`config.mk`:
```
export PLATFORM = sky130hd
export DESIGN_NAME = spi_master_flat
export DESIGN_NICKNAME = d
export VERILOG_FILES = /design/src/rtl/spi_master_pkg.sv /design/src/rtl/spi_master_if.sv /design/src/rtl/spi_master.sv /design/src/flat_wrapper.sv
export SDC_FILE = /design/constraint.sdc
export NUM_CORES = 1
export LEC_CHECK = 0
export ABC_CLOCK_PERIOD_IN_PS = 2600
export BUFFER_PORTS_ARGS = -buffer_cell sky130_fd_sc_hd__buf_4
export CAP_MARGIN = 15
export CORE_MARGIN = 4
export CORE_UTILIZATION = 55
export CTS_BUF_LIST = sky130_fd_sc_hd__clkbuf_2
export DETAILED_ROUTE_END_ITERATION = 8
export GPL_TIMING_DRIVEN = 1
export PLACE_DENSITY = 0.81
export SETUP_SLACK_MARGIN = 0.05
export SLEW_MARGIN = 10
export SYNTH_ARGS = -nofsm -noshare
export SYNTH_HDL_FRONTEND = slang
export SYNTH_SLANG_ARGS = --single-unit
```
`constraint.sdc`:
```
create_clock -name clk -period 2.6 [get_ports clk]
set_input_delay 0.39 -clock clk [delete_from_list [all_inputs] [get_ports clk]]
set_output_delay 0.39 -clock clk [all_outputs]
set_load 0.01 [all_outputs]
```
`src/rtl/spi_master_pkg.sv`:
```
// Shared types and constants for the SPI master: FSM states, frame width and SCLK divider encoding.
// Imported by the interface and the master; holds no logic.
package spi_pkg;

    localparam int FRAME_W    = 16;
    localparam int SCLK_CNT_W = 5;
    localparam int BIT_CNT_W  = $clog2(FRAME_W) + 1;

    // SCLK is the MSB of the divider, so these counts mark the phases of one SCLK period.
    localparam logic [SCLK_CNT_W-1:0] SCLK_IDLE_CNT = 5'b10000;
    localparam logic [SCLK_CNT_W-1:0] SCLK_SMPL_CNT = 5'b11110;
    localparam logic [SCLK_CNT_W-1:0] SCLK_SHFT_CNT = 5'b11111;

    localparam logic [BIT_CNT_W-1:0] LAST_BIT_CNT = BIT_CNT_W'(FRAME_W);

    typedef enum logic [1:0] {
        IDLE  = 2'd0,
        FRONT = 2'd1,
        SHIFT = 2'd2,
        BACK  = 2'd3
    } spi_state_e;

endpackage

```
`src/rtl/spi_master_if.sv`:
```
// Host strobe/command/result plus the four SPI pins of one SPI master.
// master modport is the SPI master itself; slave modport is the host/peripheral side.
interface spi_master_if;
    import spi_pkg::*;

    logic               wrt;
    logic [FRAME_W-1:0] cmd;
    logic               done;
    logic [FRAME_W-1:0] rd_data;
    logic               SS_n;
    logic               SCLK;
    logic               MOSI;
    logic               MISO;

    modport master (
        input  wrt, cmd, MISO,
        output done, rd_data, SS_n, SCLK, MOSI
    );

    modport slave (
        output wrt, cmd, MISO,
        input  done, rd_data, SS_n, SCLK, MOSI
    );

endinterface

```
`src/rtl/spi_master.sv`:
```
// 16-bit SPI master, SCLK = clk/32 idling high; optional 2-flop MISO synchroniser under SPI_MASTER_MISO_SYNC_EN.
// Latency: done rises 529 clk after the accepted wrt cycle; SS_n low from the cycle after wrt.
// Backpressure: none; wrt is only accepted in IDLE and ignored while a frame is in flight.
module spi_master
    import spi_pkg::*;
(
    input  logic         clk,
    input  logic         rst_n,
    spi_master_if.master bus
);

    spi_state_e              state_q, state_d;
    logic [SCLK_CNT_W-1:0]   sclk_cnt_q, sclk_cnt_d;
    logic [BIT_CNT_W-1:0]    bit_cnt_q, bit_cnt_d;
    logic [FRAME_W-1:0]      shft_q, shft_d;
    logic                    ss_n_q, ss_n_d;
    logic                    done_q, done_d;
    logic                    miso_smpl_q, miso_smpl_d;
    logic                    miso_in;

`ifdef SPI_MASTER_MISO_SYNC_EN
    logic [1:0] miso_sync_q, miso_sync_d;

    assign miso_sync_d = {miso_sync_q[0], bus.MISO};
    assign miso_in     = miso_sync_q[1];

    always_ff @(posedge clk or negedge rst_n) begin
        if (!rst_n) begin
            miso_sync_q <= 2'b00;
        end else begin
            miso_sync_q <= miso_sync_d;
        end
    end
`else
    assign miso_in = bus.MISO;
`endif

    always_ff @(posedge clk or negedge rst_n) begin
        if (!rst_n) begin
            state_q <= IDLE;
        end else begin
            state_q <= state_d;
        end
    end

    always_comb begin
        state_d = state_q;
        case (state_q)
            IDLE:  if (bus.wrt) state_d = FRONT;
            FRONT: if (sclk_cnt_q == SCLK_SHFT_CNT) state_d = SHIFT;
            // Leave SHIFT once all bits are out and SCLK has risen again.
            SHIFT: if (bit_cnt_q == LAST_BIT_CNT && sclk_cnt_q == SCLK_IDLE_CNT) state_d = BACK;
            BACK:  if (sclk_cnt_q == SCLK_SHFT_CNT) state_d = IDLE;
            default: state_d = IDLE;
        endcase
    end

    always_comb begin
        sclk_cnt_d  = sclk_cnt_q;
        bit_cnt_d   = bit_cnt_q;
        shft_d      = shft_q;
        ss_n_d      = ss_n_q;
        done_d      = done_q;
        miso_smpl_d = miso_smpl_q;
        case (state_q)
            IDLE: begin
                sclk_cnt_d = SCLK_IDLE_CNT;
                if (bus.wrt) begin
                    shft_d    = bus.cmd;
                    bit_cnt_d = '0;
                    ss_n_d    = 1'b0;
                    done_d    = 1'b0;
                end
            end
            FRONT, SHIFT: begin
                sclk_cnt_d = sclk_cnt_q + SCLK_CNT_W'(1);
                if (sclk_cnt_q == SCLK_SMPL_CNT) begin
                    miso_smpl_d = miso_in;
                end
                // Shift on the SCLK falling edge, using the bit sampled one clk earlier.
                if (sclk_cnt_q == SCLK_SHFT_CNT) begin
                    shft_d    = {shft_q[FRAME_W-2:0], miso_smpl_q};
                    bit_cnt_d = bit_cnt_q + BIT_CNT_W'(1);
                end
            end
            BACK: begin
                if (sclk_cnt_q == SCLK_SHFT_CNT) begin
                    sclk_cnt_d = SCLK_IDLE_CNT;
                    ss_n_d     = 1'b1;
                    done_d     = 1'b1;
                end else begin
                    sclk_cnt_d = sclk_cnt_q + SCLK_CNT_W'(1);
                end
            end
            default: begin
                sclk_cnt_d = SCLK_IDLE_CNT;
            end
        endcase
    end

    always_ff @(posedge clk or negedge rst_n) begin
        if (!rst_n) begin
            sclk_cnt_q  <= SCLK_IDLE_CNT;
            bit_cnt_q   <= '0;
            shft_q      <= '0;
            ss_n_q      <= 1'b1;
            done_q      <= 1'b0;
            miso_smpl_q <= 1'b0;
        end else begin
            sclk_cnt_q  <= sclk_cnt_d;
            bit_cnt_q   <= bit_cnt_d;
            shft_q      <= shft_d;
            ss_n_q      <= ss_n_d;
            done_q      <= done_d;
            miso_smpl_q <= miso_smpl_d;
        end
    end

    assign bus.SCLK    = sclk_cnt_q[SCLK_CNT_W-1];
    assign bus.SS_n    = ss_n_q;
    assign bus.done    = done_q;
    assign bus.rd_data = shft_q;
    assign bus.MOSI    = ~ss_n_q & shft_q[FRAME_W-1];

endmodule

```
`src/flat_wrapper.sv`:
```
// flat-port wrapper written by rule: the top's interface ports become plain ports
module spi_master_flat import spi_pkg::*;
  (clk, rst_n, bus_wrt, bus_cmd, bus_MISO, bus_done, bus_rd_data, bus_SS_n, bus_SCLK, bus_MOSI);
  spi_master_if bus_i ();
  input  logic clk;
  input  logic rst_n;
  input wire logic [$bits(bus_i.wrt)-1:0] bus_wrt;
  input wire logic [$bits(bus_i.cmd)-1:0] bus_cmd;
  input wire logic [$bits(bus_i.MISO)-1:0] bus_MISO;
  output wire logic [$bits(bus_i.done)-1:0] bus_done;
  output wire logic [$bits(bus_i.rd_data)-1:0] bus_rd_data;
  output wire logic [$bits(bus_i.SS_n)-1:0] bus_SS_n;
  output wire logic [$bits(bus_i.SCLK)-1:0] bus_SCLK;
  output wire logic [$bits(bus_i.MOSI)-1:0] bus_MOSI;
  assign bus_i.wrt = bus_wrt;
  assign bus_i.cmd = bus_cmd;
  assign bus_i.MISO = bus_MISO;
  assign bus_done = bus_i.done;
  assign bus_rd_data = bus_i.rd_data;
  assign bus_SS_n = bus_i.SS_n;
  assign bus_SCLK = bus_i.SCLK;
  assign bus_MOSI = bus_i.MOSI;
  spi_master u_core (.clk(clk), .rst_n(rst_n), .bus(bus_i));
endmodule
```
==> results.cfg, run 1 <==
[drt]
firstDrtPassIters = 4
final_antenna_net_count = 0
viasPerCell = 5.28
drc = 0
drt-initial-drc-count = 114
vias = 1337
wire_per_inst_um = 13.9
routed_wl_mm = 3.52

[floorplanning]
die_h_um = 63.9
coreArea_sq_um = 3030
ios = 40
core.rowCount = 20
die_width_um = 63.9
die_area_sq_um = 4090
start_util_pct = 56.8

[timing]
finClkSkew_ns = 0.00879
rsz0062_at_grt = false
tns_ns = 0
final.min_clock_period_ns = 1.99
slew_headroom_pct = 72.9
worst-slew-pin-transition_ns = 0.407
finalHoldViolations = 0
max_freq_mhz = 502
timing.final.crit_share_pct = 76.6
maxSlewViolCount = 0
setup_viol = 0

[placed_design]
postPlaceCellArea_sq_um = 2040
portBuffers = 39
dp_cells = 244
gp_congestion = 0.771
dp_hpwl_mm = 2.58

[clock_network]
cts_setup_buffers = 0
cts_inserted_buffers = 5
clock-root-buffer = clkbuf_2
cts_tree = yes
cts.path.max_buffers = 2
clock-sinks = 31
htree_levels = 2
clk-insertion-delay-late_ns = 0.38
clk_pin_slew_worst_paths_ns = 0.17

[global_route]
antenna_found_initial = 0
gr-total-overflow = 0
grt_pass1_wl_mm = 6.34
grt_usage_pct = 19.9
grt_pass1_vias = 1460
grt_max_degree = 37

[setup_path]
crit_top_cell = nor2_1
crit_cells = 7
crit_fanout = 36
worstPathRequired_ns = 2.93
arrival_ns = 2.32
slowest_delay_ns = 0.48
critical_path_class = register to register
ff2ff_path_depth = 7
crit_buf_inv = 2
start_kind = register
critPathSlowestCell = ha_1
critPathTopFamily = buffers and inverters
critPathCaptureType = register
worstPathCellList = inv_1, ha_1, nor2_1, a211oi_4, buf_4, nor2_1, a21oi_2

[layout]
antenna_cells = 0
drive_above_1_share_pct = 32.1
fin_cells = 253
areaGrowthSynthToFinish_pct = 21.4
final_core_util_pct = 69.0
fin_nets = 238
fin_area_sq_um = 2090

[synth]
syn_nets = 196
synthCells = 166
async_flop_share_pct = 100
yosysSeqAreaShare_pct = 45.2
synth_top_cell_by_area = dfrtp_1
synth_top_cell_area_share_pct = 42.2
ys.flop_type = dfrtp_1
ys_types = 36
synth_commonest_cells = 29 x dfrtp_1, 28 x nor2_1, 19 x mux2i_1
synth.most_common_cell = dfrtp_1
syn_area_sq_um = 1720
yosys-top-cells-area = dfrtp_1 42%, mux2i_1 11%, ha_1 7.3%, nor2_1 6.1%, a21oi_2 6.1%
synth-edff-count = 0
avgSynthCellArea_sq_um = 10.4
ys_ff_latch = 31
yosys_warnings = 0

[power_and_ir_drop]
p_int_mw = 1.50
combPwrFrac_pct = 61.5
switchingPower_mw = 1.29
p_seq_share_pct = 30.0
cellLeakagePower_nw = 0.994
p_clk_share_pct = 8.4
switching_share_pct = 46.2
vdd_drop_max_mv = 0.903
total_power_mw = 2.79
power.density_nw_per_um2 = 1340

[run_status]
status = completed

[job]
drv_cap = 0

[hold_path]
min_delay_path_depth = 2
hp-class = input port to register
placed cells by master (no fill, tap or decap), types with 2 or more instances in the layout:
master    synthesis  routed
nor3_1            3       3
a21oi_2          12      12
dfstp_2           2       2
and3_1            2       2
nor2_2            2       2
mux2i_1          19      19
nor3b_1           2       2
dfrtp_1          29      29
buf_4             1      42
nor2_1           28      28
nor2b_1           2       2
a21oi_1           7       7
nand2_1           2       2
nor4_1            2       2
inv_1             8       8
ha_1             10      10
clkbuf_2          0       5
nand3_1           8       8
o21ai_0           4       4
nand4_1           2       2
clkinv_1          0       2
final cells by class:
class | instances | area, sq um
Sequential cell | 31 | 778
Tap cell | 44 | 55.1
Timing Repair Buffer | 43 | 325
Inverter | 8 | 30.0
Multi-Input combinational cell | 119 | 860
Fill cell | 245 | 940
Clock buffer | 5 | 25.0
Clock inverter | 3 | 15.0
cell families (layout without fill, tap and decap cells):
kind of cell / after synthesis / after routing / share of synthesized area, %
buf+inv: 16 / 59 / 4.80
flops: 31 / 31 / 45.2
simple gates: 59 / 59 / 17.5
compound gates: 27 / 27 / 11.9
fa+ha+maj: 10 / 10 / 7.27
xor+xnor: 2 / 2 / 1.02
mux: 21 / 21 / 12.4
per-stage QoR:
stage	hold slack, ns	worst slack, ns
final	0.235	0.608
after CTS	0.222	0.610
after floorplan	0.0944	0.826
after global routing	0.201	0.430
after global placement	0.342	0.717
after detailed placement	0.344	0.624
worst reg2reg max path, stage by stage, from the launching register on:
cell	delay, ns
dfrtp_1	0.43
inv_1	0.08
ha_1	0.49
nor2_1	0.13
a211oi_4	0.17
buf_4	0.40
nor2_1	0.13
a21oi_2	0.11
repair_timing:
action                                 CTS  global route
hold buffers                             1             0
endpoints found under the hold margin   29             0
gates resized for setup                  0             0
power groups by stage:
stage | Combinational [mW] | Clock, mW | Sequential [mW]
final | 1.72 | 0.235 | 0.838
after global routing | 1.92 | 0.268 | 0.870
after CTS | 1.75 | 0.240 | 0.838
after detailed placement | 1.74 | 0 | 0.846
after global placement | 1.67 | 0 | 0.835
after floorplan | 1.29 | 0 | 0.872
registers in the layout, summed over array words and instances, names as in the netlist:
signal and flops:
u_core.miso_smpl_q 1, u_core.bus.SS_n 1, u_core.bus.rd_data 16, u_core.state_q 2, u_core.bus.done 1, u_core.sclk_cnt_q 5, u_core.bit_cnt_q 5
per-layer routing:
layer / wire length, um / GRT usage (%) / vias to the layer above
li1: - / - / 657
met1: 1580 / 23.1 / 647
met2: 1730 / 34.7 / 28
met3: 160 / 6.15 / 5
met4: 44 / 6.20 / 0
met5: 0 / 0 / -
final timing paths:
| check | from | end | slack [ns] |
|---|---|---|---|
| worst max-delay path | u_core.state_q[0] | u_core.bus.rd_data[9] | 0.61 |
| worst min-delay path | bus_MISO | u_core.miso_smpl_q | 0.24 |
| worst max register to register | u_core.state_q[0] | u_core.bus.rd_data[9] | 0.61 |
| worst min register to register | u_core.sclk_cnt_q[0] | u_core.sclk_cnt_q[0] | 0.52 |
| max in group asynchronous | rst_n | u_core.sclk_cnt_q[4] | 1.82 |
| min in group asynchronous | rst_n | u_core.bit_cnt_q[2] | 0.45 |
Power figures use the tool's default switching activity.
==> inputs of run 2 (changes only) <==
--- a/config.mk
+++ b/config.mk
@@ -5,7 +5,8 @@
 export SDC_FILE = /design/constraint.sdc
 export NUM_CORES = 1
 export LEC_CHECK = 0
-export ABC_CLOCK_PERIOD_IN_PS = 2600
+export ABC_AREA = 1
+export ABC_CLOCK_PERIOD_IN_PS = 1900
 export BUFFER_PORTS_ARGS = -buffer_cell sky130_fd_sc_hd__buf_4
 export CAP_MARGIN = 15
 export CORE_MARGIN = 4
==> constraint.sdc (replaced) <==
create_clock -name clk -period 1.9 [get_ports clk]
set_input_delay 0.285 -clock clk [delete_from_list [all_inputs] [get_ports clk]]
set_output_delay 0.285 -clock clk [all_outputs]
set_load 0.01 [all_outputs]
==> results.cfg, run 2 <==
[drt]
wire_per_inst_um = 13.0
firstDrtPassIters = 5
maxUsedRoutingLayer = met4
met2WireLength_mm = 1.69
viasPerCell = 4.95
met1_length_mm = 1.52
final_antenna_net_count = 0
drc = 0
drt-initial-drc-count = 41
route.met3.wl_um = 223
routed_wl_mm = 3.50
vias = 1331

[floorplanning]
die_width_um = 64.2
ios = 40
die_h_um = 64.2
coreArea_sq_um = 3030
start_util_pct = 57.3
die_area_sq_um = 4120
core.rowCount = 20

[global_route]
gr-total-overflow = 0
grt_max_degree = 36
grt_usage_pct = 19.3
grt_pass1_vias = 1338
grt_pass1_wl_mm = 6.17
antenna_found_initial = 0

[job]
drv_cap = 0

[clock_network]
clk-insertion-delay-late_ns = 0.37
clock-sinks = 31
cts_tree = yes
cts_setup_buffers = 0
clk_pin_slew_worst_paths_ns = 0.14
cts.path.max_buffers = 2
cts_inserted_buffers = 5
htree_levels = 2
clock-root-buffer = clkbuf_2

[layout]
antenna_cells = 0
layout_commonest_cell = buf_4
areaGrowthSynthToFinish_pct = 22.4
fin_nets = 254
n_fill_cell = 230
drive_above_1_share_pct = 36.4
final_core_util_pct = 70.1
layout.area.seq_sq_um = 778
multi_input_area_sq_um = 856
mostFrequentLayoutCells = 41 x buf_4, 38 x nand2_1, 29 x dfrtp_1
largest_reg_flops = 16

[timing]
final.min_clock_period_ns = 1.73
tns_ns = 0
max_freq_mhz = 580
maxSlewViolCount = 0
worst-slew-pin-transition_ns = 0.386
setup_viol = 0
finalHoldViolations = 0
finClkSkew_ns = 0.0143
timing.final.crit_share_pct = 90.8
rsz0062_at_grt = false
slew_headroom_pct = 74.2

[synth]
ys.flop_type = dfrtp_1
synth_top_cell_by_area = dfrtp_1
yosys_warnings = 0
ys_ff_latch = 31
synth-edff-count = 0
avgSynthCellArea_sq_um = 9.63
async_flop_share_pct = 100
ys_types = 27
synth_top_cell_area_share_pct = 41.8
syn_nets = 210
syn_area_sq_um = 1730
yosysSeqAreaShare_pct = 44.9
synth.most_common_cell = nand2_1
synth_commonest_cells = 38 x nand2_1, 29 x dfrtp_1, 16 x inv_1, 16 x mux2i_1, 16 x o21ai_2
yosys-top-cells-area = dfrtp_1 42%, mux2i_1 9.2%, nand2_1 8.2%, o21ai_2 8.1%, ha_1 7.2%
synthCells = 180

[power_and_ir_drop]
switchingPower_mw = 1.93
switching_share_pct = 48.1
power.density_nw_per_um2 = 1890
p_int_mw = 2.08
p_clk_share_pct = 7.7
p_seq_share_pct = 29.0
combPwrFrac_pct = 63.3
vdd_drop_max_mv = 1.22
cellLeakagePower_nw = 1.11

[setup_path]
start_kind = register
critPathCaptureType = register
crit_fanout = 18
arrival_ns = 2.03
critical_path_class = register to register
worstPathRequired_ns = 2.20

[placed_design]
gp_congestion = 0.885
portBuffers = 39
dp_hpwl_mm = 2.57

[run_status]
status = completed

[hold_path]
hp-class = input port to register
==> run 2: cell types whose count changed in the layout (fill, tap and decap cells not counted), moves of 3 or more <==
cell and delta:
mux2i_1 -3, nor3_1 -3, o21ai_0 +3, inv_1 +8, nor2_1 -19, nand2_2 +5
a21oi_1 -5, a21oi_2 -11, nand2_1 +36, o21ai_2 +16
==> run 2: stage by stage <==
| stage | cells | area (sq um) | setup WS, ns | power (mW) | hold slack [ns] |
|---|---|---|---|---|---|
| global route | 269 | 2120 | 0.0437 | 4.40 | 0.118 |
| floorplan | 180 | 1730 | 0.378 | 3.04 | -0.0106 |
| global placement | 259 | 2050 | 0.151 | 3.49 | 0.230 |
| CTS | 268 | 2100 | 0.102 | 3.96 | 0.150 |
| detailed placement | 259 | 2050 | 0.0486 | 3.59 | 0.232 |
| finish | 269 | 2120 | 0.175 | 4.02 | 0.172 |
==> run 2: kinds of logic (layout without fill, tap and decap cells) <==
logic type,after synthesis,count (layout),share of synthesized area (%)
and+or+nand+nor,65,66,16.9
DFF,31,31,44.9
AOI/OAI and AO/OA,30,30,12.9
buffers and inverters,25,69,7.36
muxes,16,16,9.24
adders and majority gates,10,10,7.22
xor gates and xnor gates,3,3,1.52
==> run 2: power groups by stage <==
stage	clock network, mW	registers [mW]	logic [mW]
final	0.311	1.16	2.54
after global routing	0.365	1.21	2.82
after CTS	0.325	1.17	2.46
after detailed placement	0	1.18	2.41
after global placement	0	1.16	2.33
after floorplan	0	1.23	1.82
==> run 2: final timing paths <==
kind	to	from	slack, ns	cells past startpoint
setup / recovery	u_core.bit_cnt_q[2]	u_core.state_q[0]	0.17	8
hold / removal	u_core.miso_smpl_q	bus_MISO	0.17	3
setup reg to reg	u_core.bit_cnt_q[2]	u_core.state_q[0]	0.17	8
hold reg to reg	u_core.sclk_cnt_q[0]	u_core.sclk_cnt_q[0]	0.49	1
max in group asynchronous	u_core.bus.SS_n	rst_n	1.22	2
min in group asynchronous	u_core.bus.rd_data[9]	rst_n	0.35	2
==> run 2: cell type report <==
| class | count | area share [%] |
|---|---|---|
| clock buffers | 7 | 1.65 |
| multi-input cells | 125 | 40.3 |
| clock inverters | 1 | 0.236 |
| flip-flops and latches | 31 | 36.7 |
| repair buffers | 42 | 15.0 |
| inverters | 19 | 3.59 |
| well taps | 44 | 2.59 |
==> run 2: repair_timing <==
action,in CTS,in global routing
pin swaps,0,1
cloned,0,1
hold buffers,1,0
endpoints found under the setup margin,3,5
hold endpoints to repair,29,0
resized for setup,1,1
==> run 2: metal layers <==
metal	vias up	global-route usage [%]
met5	-	0
met2	34	31.7
li1	677	-
met1	614	23.5
met3	6	6.68
met4	0	7.12
==> run 2: critical path: stages, from the launching register on <==
cell,delay (ns)
dfrtp_1,0.42
inv_1,0.09
ha_1,0.37
inv_2,0.09
a21oi_4,0.25
nand2_8,0.16
clkinv_4,0.11
nand2_1,0.05
a21oi_1,0.12
==> inputs of run 3 (changes only) <==
--- a/config.mk
+++ b/config.mk
@@ -9,12 +9,14 @@
 export ABC_CLOCK_PERIOD_IN_PS = 1900
 export BUFFER_PORTS_ARGS = -buffer_cell sky130_fd_sc_hd__buf_4
 export CAP_MARGIN = 15
+export CELL_PAD_IN_SITES_DETAIL_PLACEMENT = 1
+export CELL_PAD_IN_SITES_GLOBAL_PLACEMENT = 1
 export CORE_MARGIN = 4
-export CORE_UTILIZATION = 55
+export CORE_UTILIZATION = 42
 export CTS_BUF_LIST = sky130_fd_sc_hd__clkbuf_2
 export DETAILED_ROUTE_END_ITERATION = 8
 export GPL_TIMING_DRIVEN = 1
-export PLACE_DENSITY = 0.81
+export PLACE_DENSITY_LB_ADDON = 0.1
 export SETUP_SLACK_MARGIN = 0.05
 export SLEW_MARGIN = 10
 export SYNTH_ARGS = -nofsm -noshare
==> results.cfg, run 3 (synthesis gave the netlist of run 2 again) <==
[timing]
slew_headroom_pct = 71.8
setup_viol = 0
maxSlewViolCount = 0
finClkSkew_ns = 0.0159
worst-slew-pin-transition_ns = 0.423
max_freq_mhz = 555
finalHoldViolations = 0
timing.final.crit_share_pct = 94.9
final.min_clock_period_ns = 1.80

[floorplanning]
core.rowCount = 23
coreArea_sq_um = 4000
start_util_pct = 43.4
die_h_um = 72.3
ios = 40
die_width_um = 72.3
die_area_sq_um = 5220

[placed_design]
portBuffers = 39
gp_congestion = 0.905
dp_hpwl_mm = 3.16
postPlaceCellArea_sq_um = 2050
dp_cells = 265

[global_route]
antenna_found_initial = 0
grt_pass1_vias = 1543
grt_max_degree = 32
grt_pass1_wl_mm = 7.78
grt_usage_pct = 19.2
gr-total-overflow = 0

[drt]
firstDrtPassIters = 4
wire_per_inst_um = 16.1
viasPerCell = 5.15
routed_wl_mm = 4.47
drt-initial-drc-count = 79
final_antenna_net_count = 0
drc = 0
vias = 1427

[clock_network]
clk-insertion-delay-late_ns = 0.38
cts.path.max_buffers = 2
clock-sinks = 31
clk_pin_slew_worst_paths_ns = 0.16
cts_inserted_buffers = 5
htree_levels = 2
cts_tree = yes
clock-root-buffer = clkbuf_2

[power_and_ir_drop]
vdd_drop_max_mv = 0.984
power.density_nw_per_um2 = 1960
cellLeakagePower_nw = 1.11

[layout]
fin_area_sq_um = 2150
mostFrequentLayoutCells = 44 x buf_4, 38 x nand2_1, 29 x dfrtp_1
layout_commonest_cell = buf_4
largest_reg_flops = 16
fin_cells = 277
fin_nets = 257
final_core_util_pct = 53.7
drive_above_1_share_pct = 37.0
areaGrowthSynthToFinish_pct = 24.0
antenna_cells = 0

[setup_path]
start_kind = register
crit_fanout = 18
worstPathRequired_ns = 2.22
critPathCaptureType = register
arrival_ns = 2.12
critical_path_class = register to register

[run_status]
status = completed

[hold_path]
hp-class = input port to register

[job]
drv_cap = 0
==> run 3: cell count changes in the layout (fill, tap and decap cells not counted) <==
cell / previous run / this run
ha_1: 10 / 9
ha_2: 0 / 1
clkbuf_2: 7 / 5
buf_4: 41 / 44
clkinv_1: 0 / 1
==> run 3: stage by stage <==
stage / worst slack, ns / hold WS (ns) / setup TNS (ns) / total power [mW]
3_3_place_gp: 0.120 / 0.240 / 0 / 3.53
5_1_grt: -0.00245 / 0.132 / -0.00245 / 4.59
4_1_cts: 0.104 / 0.150 / 0 / 4.17
3_5_place_dp: -0.0231 / 0.252 / -0.0330 / 3.70
2_1_floorplan: 0.378 / -0.0106 / 0 / 3.04
6_report: 0.0975 / 0.159 / 0 / 4.21
==> run 3: worst max-delay path, stage by stage (launching register included) <==
cell	delay, ns
dfrtp_1	0.44
inv_1	0.10
ha_2	0.39
inv_2	0.09
a21oi_4	0.27
nand2_8	0.15
clkinv_4	0.10
nand2_1	0.07
a21oi_1	0.12
==> run 3: final timing paths <==
kind,startpoint,endpoint,slack (ns),cells past startpoint
worst max-delay path,u_core.state_q[1],u_core.bit_cnt_q[2],0.1,8
max in group asynchronous,rst_n,u_core.bus.SS_n,1.20,2
min in group asynchronous,rst_n,u_core.bus.rd_data[8],0.36,2
worst min-delay path,bus_MISO,u_core.miso_smpl_q,0.16,3
worst min register to register,u_core.sclk_cnt_q[0],u_core.sclk_cnt_q[0],0.50,1
worst max register to register,u_core.state_q[1],u_core.bit_cnt_q[2],0.1,8
==> run 3: what timing repair did <==
item	4_1_cts	5_1_grt
hold buffers	1	0
setup endpoints to repair	6	15
gates cloned	1	0
resized for setup	2	1
buffers inserted	0	3
endpoints found under the hold margin	29	0
pin swaps	1	2
==> run 3: where the power goes <==
part	switching, mW	leakage [nW]	internal (mW)
logic	1.62	0.698	1.10
registers	0.227	0.390	0.947
clock network	0.238	0.0262	0.0777
total	2.09	1.11	2.12
==> run 3: layout make-up <==
cell class              instances  area [sq um]
clock inverters                 2          8.76
multi-input cells             125           858
flip-flops and latches         31           778
well taps                      50          62.6
fillers                       477          1850
clock buffers                   5          25.0
inverters                      19          76.3
repair buffers                 45           340
==> run 3: layer usage <==
metal / vias to the layer above / share of wire, % / track usage, % / wire (um)
met1: 702 / 44 / 25.2 / 1950
met2: 33 / 51 / 31.3 / 2270
met4: 0 / 1.2 / 4.38 / 55
met5: - / 0 / 0 / 0
met3: 6 / 4.3 / 5.54 / 194
li1: 686 / - / - / -
